### config.mk
export PLATFORM = sky130hd
export DESIGN_NAME = wdg_wb_master
export DESIGN_NICKNAME = d
export VERILOG_FILES = /design/src/rtl/wdg_wb_master.sv
export SDC_FILE = /design/constraint.sdc
export NUM_CORES = 1
export LEC_CHECK = 0
export BUFFER_PORTS_ARGS = -buffer_cell sky130_fd_sc_hd__buf_2
export CORE_ASPECT_RATIO = 1.75
export CORE_MARGIN = 10
export CORE_UTILIZATION = 52
export DETAILED_ROUTE_END_ITERATION = 8
export PLACE_DENSITY = 0.86
export SLEW_MARGIN = 30
export SYNTH_ARGS = -nofsm -noshare
export SYNTH_HDL_FRONTEND = slang
export SYNTH_SLANG_ARGS = --single-unit
### constraint.sdc
create_clock -name clk -period 6.7 [get_ports clk]
set_clock_uncertainty 0.05 [all_clocks]
set_input_delay 1.34 -clock clk [delete_from_list [all_inputs] [get_ports clk]]
set_output_delay 1.34 -clock clk [all_outputs]
set_load 0.02 [all_outputs]
### src/rtl/wdg_wb_master.sv
// Wishbone pipelined initiator: one register read/write per command, answered on a response channel.
// Optional feature macro: WDG_WBM_RETRY_EN (re-issue on rty up to MAX_RETRIES times).
//
// state  | meaning
// IDLE   | ready for a command; bus idle
// REQ    | cyc=1, stb=1 until the slave takes the strobe (stall=0)
// WAIT   | cyc=1, stb=0; waiting for ack/err/rty or timeout
// GAP    | cyc=1, stb=0 for one cycle before re-issuing after rty (retry build only)
// RESP   | response valid; held until consumed

module wdg_wb_master #(
    parameter int ADDRESS_WIDTH  = 2,
    parameter int DATA_WIDTH     = 32,
    parameter int TIMEOUT_CYCLES = 64,
    parameter int MAX_RETRIES    = 3
) (
    input  logic                     clk,
    input  logic                     res_n,
    input  logic                     i_cmd_valid,
    output logic                     o_cmd_ready,
    input  logic                     i_cmd_we,
    input  logic [ADDRESS_WIDTH-1:0] i_cmd_adr,
    input  logic [DATA_WIDTH-1:0]    i_cmd_dat,
    input  logic [3:0]               i_cmd_sel,
    output logic                     o_rsp_valid,
    input  logic                     i_rsp_ready,
    output logic [DATA_WIDTH-1:0]    o_rsp_dat,
    output logic [1:0]               o_rsp_status,
    output logic                     o_wb_cyc,
    output logic                     o_wb_stb,
    output logic                     o_wb_we,
    output logic [ADDRESS_WIDTH-1:0] o_wb_adr,
    output logic [DATA_WIDTH-1:0]    o_wb_dat,
    output logic [3:0]               o_wb_sel,
    input  logic                     i_wb_stall,
    input  logic                     i_wb_ack,
    input  logic                     i_wb_err,
    input  logic                     i_wb_rty,
    input  logic [DATA_WIDTH-1:0]    i_wb_dat
);

    localparam logic [1:0] ST_OK      = 2'b00;
    localparam logic [1:0] ST_ERR     = 2'b01;
    localparam logic [1:0] ST_TIMEOUT = 2'b10;
    localparam logic [1:0] ST_RETRY   = 2'b11;

    localparam bit TO_EN = (TIMEOUT_CYCLES != 0);
    localparam int CW    = (TIMEOUT_CYCLES > 1) ? $clog2(TIMEOUT_CYCLES) : 1;
    localparam logic [CW-1:0] TO_LOAD = CW'((TIMEOUT_CYCLES > 0) ? TIMEOUT_CYCLES - 1 : 0);

`ifdef WDG_WBM_RETRY_EN
    localparam int RW = (MAX_RETRIES > 0) ? $clog2(MAX_RETRIES + 1) : 1;
    typedef enum logic [2:0] {S_IDLE, S_REQ, S_WAIT, S_RESP, S_GAP} state_t;
`else
    typedef enum logic [2:0] {S_IDLE, S_REQ, S_WAIT, S_RESP} state_t;
`endif

    state_t                   state, state_d;
    logic                     we_q;
    logic [ADDRESS_WIDTH-1:0] adr_q;
    logic [DATA_WIDTH-1:0]    dat_q;
    logic [3:0]               sel_q;
    logic [DATA_WIDTH-1:0]    rsp_dat_q, rsp_dat_d;
    logic [1:0]               rsp_status_q, rsp_status_d;
    logic [CW-1:0]            to_cnt;
    logic                     accept;
    logic                     term_live;
    logic                     timeout_hit;
    logic                     bus_active;

`ifdef WDG_WBM_RETRY_EN
    logic [RW-1:0]            retry_cnt;
    logic                     retry_inc;
`endif

    assign accept      = (state == S_IDLE) && i_cmd_valid;
    assign bus_active  = (state == S_REQ) || (state == S_WAIT);
    // A termination only counts once the strobe has actually been taken by the slave.
    assign term_live   = ((state == S_REQ) && !i_wb_stall) || (state == S_WAIT);
    assign timeout_hit = TO_EN && (to_cnt == '0);

    always_comb begin
        state_d      = state;
        rsp_dat_d    = rsp_dat_q;
        rsp_status_d = rsp_status_q;
`ifdef WDG_WBM_RETRY_EN
        retry_inc    = 1'b0;
`endif
        case (state)
            S_IDLE: begin
                if (i_cmd_valid) state_d = S_REQ;
            end
            S_REQ, S_WAIT: begin
                if (term_live && i_wb_err) begin
                    rsp_status_d = ST_ERR;
                    rsp_dat_d    = '0;
                    state_d      = S_RESP;
                end else if (term_live && i_wb_rty) begin
`ifdef WDG_WBM_RETRY_EN
                    if (retry_cnt == RW'(MAX_RETRIES)) begin
                        rsp_status_d = ST_RETRY;
                        rsp_dat_d    = '0;
                        state_d      = S_RESP;
                    end else begin
                        retry_inc = 1'b1;
                        state_d   = S_GAP;
                    end
`else
                    rsp_status_d = ST_RETRY;
                    rsp_dat_d    = '0;
                    state_d      = S_RESP;
`endif
                end else if (term_live && i_wb_ack) begin
                    rsp_status_d = ST_OK;
                    rsp_dat_d    = we_q ? '0 : i_wb_dat;
                    state_d      = S_RESP;
                end else if (timeout_hit) begin
                    rsp_status_d = ST_TIMEOUT;
                    rsp_dat_d    = '0;
                    state_d      = S_RESP;
                end else if ((state == S_REQ) && !i_wb_stall) begin
                    state_d = S_WAIT;
                end
            end
`ifdef WDG_WBM_RETRY_EN
            S_GAP: begin
                state_d = S_REQ;
            end
`endif
            S_RESP: begin
                if (i_rsp_ready) state_d = S_IDLE;
            end
            default: state_d = S_IDLE;
        endcase
    end

    always_ff @(posedge clk or negedge res_n) begin
        if (!res_n) begin
            state        <= S_IDLE;
            we_q         <= 1'b0;
            adr_q        <= '0;
            dat_q        <= '0;
            sel_q        <= '0;
            rsp_dat_q    <= '0;
            rsp_status_q <= '0;
            to_cnt       <= '0;
        end else begin
            state        <= state_d;
            rsp_dat_q    <= rsp_dat_d;
            rsp_status_q <= rsp_status_d;
            if (accept) begin
                we_q  <= i_cmd_we;
                adr_q <= i_cmd_adr;
                dat_q <= i_cmd_dat;
                sel_q <= i_cmd_sel;
            end
            // Down-counter reloads on every entry to REQ, so each re-issue gets a full window.
            if ((state_d == S_REQ) && (state != S_REQ)) begin
                to_cnt <= TO_LOAD;
            end else if (bus_active && (to_cnt != '0)) begin
                to_cnt <= to_cnt - 1'b1;
            end
        end
    end

`ifdef WDG_WBM_RETRY_EN
    always_ff @(posedge clk or negedge res_n) begin
        if (!res_n) begin
            retry_cnt <= '0;
        end else if (accept) begin
            retry_cnt <= '0;
        end else if (retry_inc) begin
            retry_cnt <= retry_cnt + 1'b1;
        end
    end
`endif

    always_comb begin
        o_wb_cyc = bus_active;
`ifdef WDG_WBM_RETRY_EN
        if (state == S_GAP) o_wb_cyc = 1'b1;
`endif
    end

    assign o_wb_stb     = (state == S_REQ);
    assign o_wb_we      = o_wb_cyc ? we_q  : 1'b0;
    assign o_wb_adr     = o_wb_cyc ? adr_q : '0;
    assign o_wb_dat     = o_wb_cyc ? dat_q : '0;
    assign o_wb_sel     = o_wb_cyc ? sel_q : '0;
    assign o_cmd_ready  = (state == S_IDLE);
    assign o_rsp_valid  = (state == S_RESP);
    assign o_rsp_dat    = o_rsp_valid ? rsp_dat_q    : '0;
    assign o_rsp_status = o_rsp_valid ? rsp_status_q : '0;

endmodule

---- Word-level counts from Yosys, hierarchy flattened ----
Index checks and enable logic that the tools add are counted.
word-level totals
  flip-flop bits (word level) ............. 82
  input port bits ......................... 79
  logic and storage cells ................. 56
operators by class
  add/sub/neg operators ................... 1
  equality and inequality tests ........... 5
  muxes and demuxes ....................... 25
  reduce and logical (&&, ||, !) cells .... 17
operators with widths
  cell                                               count
  two-way mux 32 bit                                 7
  two-way mux 3 bit                                  7
  two-way mux 2 bit                                  6
  two-way mux 6 bit                                  2
  case mux 3 bit (3 select lines)                    1
  logical AND 1 bit                                  7
  == test 3 x 1 -> 1 bit (second input constant)     2
  == test 3 x 2 -> 1 bit (second input constant)     2
  zero test 6 bit                                    1
  nonzero test 6 bit                                 1
  subtractor 6 x 1 -> 6 bit (second input constant)  1
  two-way mux 4 bit                                  1
  nonzero test 4 bit                                 1
  zero test 3 bit                                    1
  != test 3 x 1 -> 1 bit (second input constant)     1
  logical OR 1 bit                                   2
  AND reduction 2 bit                                1
  nonzero test 2 bit                                 1
  OR reduction 2 bit                                 1
  zero test 1 bit                                    1
  two-way mux 1 bit                                  1

---- Longest topological paths before layout ----
  word-level depth ........................ 11
  gate-level depth with buffers ........... 9

---- Least setup slack after synthesis ----
OpenSTA, ideal clock, no wires.
  path type ............................... register -> output
  from .................................... register state[1]
  to ...................................... output port o_wb_adr[0]
  data arrival time ....................... 1.653 ns
  path slack .............................. 3.657 ns
  cell stages (with the launch flop) ...... 8
  buffers on the path ..................... 3
  cell sequence ........................... dfrtp_1 -> xnor2_1 -> or2_1 -> clkbuf_1 -> inv_2 -> clkbuf_1 -> clkbuf_1 -> and2_1
between the ends
  word-level cells in the longest chain between the ends .. 3
  elaborated cells on any way between the ends .. 4
  classes of those cells .................. eq/ne (2); mux (1); reduce/logical (1)
RTL lines
  what                                                                     line  source
  from (decl)                                                              58    state_t state, state_d;
  from (signal assigned)                                                   148   state <= state_d;
  == test 3 x 1 -> 1 bit / == test 3 x 2 -> 1 bit (equally long branches)  77    assign bus_active = (state == S_REQ) || (state == S_WAIT);
  logical OR 1 bit *                                                       77
  two-way mux 2 bit *                                                      187   assign o_wb_adr = o_wb_cyc ? adr_q : '0;
  to (decl)                                                                32    output logic [ADDRESS_WIDTH-1:0] o_wb_adr,
Mark *: on every way between the ends. The rest lies on a longest branch, timed or not.

---- Worst setup path in the final report ----
  from .................................... register state[1]
  to ...................................... output port o_wb_we
between the ends
  word-level cells in the longest chain between the ends .. 3
  elaborated cells on any way between the ends .. 4
  classes of those cells .................. eq/ne (2); mux (1); reduce/logical (1)
RTL lines
  what                                                                     line  source
  == test 3 x 1 -> 1 bit / == test 3 x 2 -> 1 bit (equally long branches)  77
  logical OR 1 bit *                                                       77
  two-way mux 1 bit *                                                      186   assign o_wb_we = o_wb_cyc ? we_q : 1'b0;
  to (decl)                                                                31    output logic o_wb_we,
Marks and branches as above.

==> impl_metrics.json <==
{
  "outcome": "completed",
  "max_slew.worst_pin.slew_ns": 0.714,
  "postSynthAreaPerCell_sq_um": 9.62,
  "grt_max_degree": 83,
  "diodes": 0,
  "synth.top_cell.area_share": 0.554,
  "detailroute.via_count": 3060,
  "postRouteWirelength_microns": 9230,
  "drive_gt1_frac": 0.330,
  "cts_inserted_buffers": 9,
  "cts-hold-fix-buffers": 0,
  "synth.net_count": 465,
  "floorplan_die_area_sq_um": 11000,
  "netlist_top_cells_area": "sky130_fd_sc_hd__dfrtp_1 55%, sky130_fd_sc_hd__and2_1 13%, sky130_fd_sc_hd__nand2_1 12%",
  "r2r_end": "rsp_dat_q[8]",
  "cts.root.buffer_cell": "sky130_fd_sc_hd__clkbuf_16",
  "yosysTopAreaCell": "sky130_fd_sc_hd__dfrtp_1",
  "place_hpwl_microns": 6880,
  "setup_violations": 0,
  "grt_pass1_wl_microns": 15600,
  "gr-usage-all-layers": 0.168,
  "clk_pin_slew_worst_setup_hold_paths_ns": 0.06,
  "io_pins": 156,
  "grt-ovfl-total": 0,
  "hold_path_end": "dat_q[6]",
  "cp_max_fo": 47,
  "worst_skew_pair.late_latency_ns": 0.33,
  "power.static_leakage_nw": 2.71,
  "max_freq_ghz": 0.289,
  "synth.cells.most_frequent": "119 x sky130_fd_sc_hd__nand2_1, 82 x sky130_fd_sc_hd__dfrtp_1, 74 x sky130_fd_sc_hd__and2_1, 32 x sky130_fd_sc_hd__a22o_1, 20 x sky130_fd_sc_hd__clkbuf_1",
  "yosys.cell_count.top_type": "sky130_fd_sc_hd__nand2_1",
  "antenna_found_initial": 0,
  "postCtsSetupBuffers": 0,
  "ant_nets": 0,
  "ctsHtreeMaxLevel": 3,
  "worst_ir_drop_vdd_mv": 0.205,
  "synth_top_flop_cell": "sky130_fd_sc_hd__dfrtp_1",
  "syn_area_sq_um": 3700,
  "critical_path.cell_chain": "xnor2_1 > or2_1 > inv_2 > and2_1 > buf_2",
  "areaGrowthSynthToFinish_pct": 28.7,
  "synth_seq_cells": 82,
  "required_ns": 5.31,
  "r2r_slack_ns": 4.28,
  "synth_warnings": 0,
  "initial_drt_markers": 91,
  "cpMaxStageDelayCell": "sky130_fd_sc_hd__inv_2",
  "cp_slowest_stage_delay_ns": 0.47,
  "timing.critical_path.arrival_ns": 2.08,
  "start_util": 0.536,
  "finalSetupTns_ns": 0,
  "synth_edf_count": 0,
  "max-slew-margin-rel": 0.524,
  "dpl-instance-area_sq_um": 4470,
  "cts_buffer_depth": 2,
  "seq_area_frac_synth": 0.554,
  "powerDensity_nw_per_um2": 357,
  "min_from": "dat_q[6]",
  "cp-start-kind": "flop",
  "grt_setup_unrepaired": "no",
  "gp_congestion": 0.764,
  "detail_route.drc_violations": 0,
  "yosys.cell_types.count": 35,
  "regToRegStartpoint": "to_cnt[0]",
  "die_h_microns": 132,
  "design_area_sq_um": 4760,
  "fillCellCount": 550,
  "worst-r2r-cell-count": 6,
  "fin_hold_ws_ns": 0.409,
  "fin_crit_ns": 3.47,
  "drt_first_pass_iters": 4,
  "post_synth_inst_count": 385,
  "final_worst_path_cycle_share": 0.517,
  "floorplan.core_area_sq_um": 6910,
  "floorplan.rows": 40,
  "hold_path_class": "flop to flop",
  "critPathKind": "flop to output pin",
  "max_cap_violations": 0,
  "detail_route.wl_per_cell_microns": 15.0,
  "finish.net_count": 607,
  "final_hold_violation_count": 0,
  "cts.sink_count": 82,
  "tritoncts_clock_tree": "done",
  "end_kind": "output pin",
  "worst_hold_stages": 2,
  "synth_async_sr_flop_share": 1.00,
  "timing_max_transition_violations_final": 0,
  "portBuffers": 155,
  "chip_width_microns": 83.8,
  "route.detailed.vias_per_inst": 4.98,
  "post_cts.resized_instances": 0,
  "first_global_vias": 3238
}
worst max-delay path by stage:
stage	slack [ns]	end	depth (start not counted)	start
finish	3.23	o_wb_we	5	state[1]
floorplan	3.66	o_wb_adr[0]	7	state[1]
global route	3.04	o_wb_we	5	state[1]
CTS	3.22	o_wb_we	5	state[1]
detailed placement	3.46	rsp_status_q[1]	5	i_wb_ack
global placement	3.58	rsp_dat_q[4]	5	i_wb_ack
metrics by stage:
step	total power [mW]	std cells	setup slack, ns	utilization
after floorplan	1.09	385	3.66	-
after global placement	1.22	600	3.58	0.647
after detailed placement	1.24	600	3.46	0.647
after CTS	1.72	615	3.22	0.689
after global routing	1.83	615	3.04	0.690
final	1.70	615	3.23	0.690
routing by layer:
metal	routed length, microns	track usage
met5	0	0
met4	118	0.0570
met3	907	0.0780
met2	4370	0.265
met1	3840	0.197
layout by cell type (no fill, tap or decap), types with 2 or more instances in the layout:
| cell type | synthesis | final |
|---|---|---|
| sky130_fd_sc_hd__o21ai_1 | 5 | 5 |
| sky130_fd_sc_hd__a22o_1 | 32 | 32 |
| sky130_fd_sc_hd__inv_1 | 6 | 6 |
| sky130_fd_sc_hd__nand2_1 | 119 | 119 |
| sky130_fd_sc_hd__nor3b_1 | 2 | 2 |
| sky130_fd_sc_hd__clkinv_2 | 0 | 2 |
| sky130_fd_sc_hd__nor3_1 | 4 | 4 |
| sky130_fd_sc_hd__a31oi_1 | 2 | 2 |
| sky130_fd_sc_hd__buf_4 | 0 | 3 |
| sky130_fd_sc_hd__clkbuf_1 | 20 | 2 |
| sky130_fd_sc_hd__dfrtp_1 | 82 | 82 |
| sky130_fd_sc_hd__or3_1 | 2 | 2 |
| sky130_fd_sc_hd__nand3_1 | 2 | 2 |
| sky130_fd_sc_hd__nor2_1 | 4 | 4 |
| sky130_fd_sc_hd__clkbuf_16 | 0 | 9 |
| sky130_fd_sc_hd__buf_2 | 3 | 154 |
| sky130_fd_sc_hd__a21oi_1 | 5 | 5 |
| sky130_fd_sc_hd__nor2b_1 | 2 | 2 |
| sky130_fd_sc_hd__and2_1 | 74 | 74 |
layout make-up:
class	instances	area [sq um]	share of cell area
clock buffer	12	246	0.0517
clock inverter	3	40.0	0.00841
inverter	7	26.3	0.00552
multi-input combinational	269	1490	0.313
sequential	82	2050	0.431
tap	84	105	0.0221
timing repair buffer	158	805	0.169
critical path: cells and delay by family (launching register included):
family	cells	cell delay, ns
flip-flops	1	0.44
XOR/XNOR	1	0.14
buffers and inverters	2	0.64
AND/OR/NAND/NOR	2	0.53
power breakdown:
part | switching (mW) | total (mW) | internal [mW]
Sequential | 0.103 | 0.797 | 0.694
Combinational | 0.239 | 0.435 | 0.196
Clock | 0.175 | 0.470 | 0.295
Total | 0.517 | 1.70 | 1.19
registers in the layout, summed over array words and instances, names as in the netlist:
| register | flops |
|---|---|
| adr_q | 2 |
| dat_q | 32 |
| rsp_dat_q | 32 |
| rsp_status_q | 2 |
| sel_q | 4 |
| state | 3 |
| to_cnt | 6 |
| we_q | 1 |
kinds of logic after synthesis:
kind of cell    synth area share
xor+xnor                 0.00237
simple gates               0.286
compound gates             0.104
other cells              0.00101
fa+ha+maj                0.00338
mux                      0.00270
flops                      0.554
buf+inv                   0.0466
Note: power is estimated with default switching activity, not from simulation.
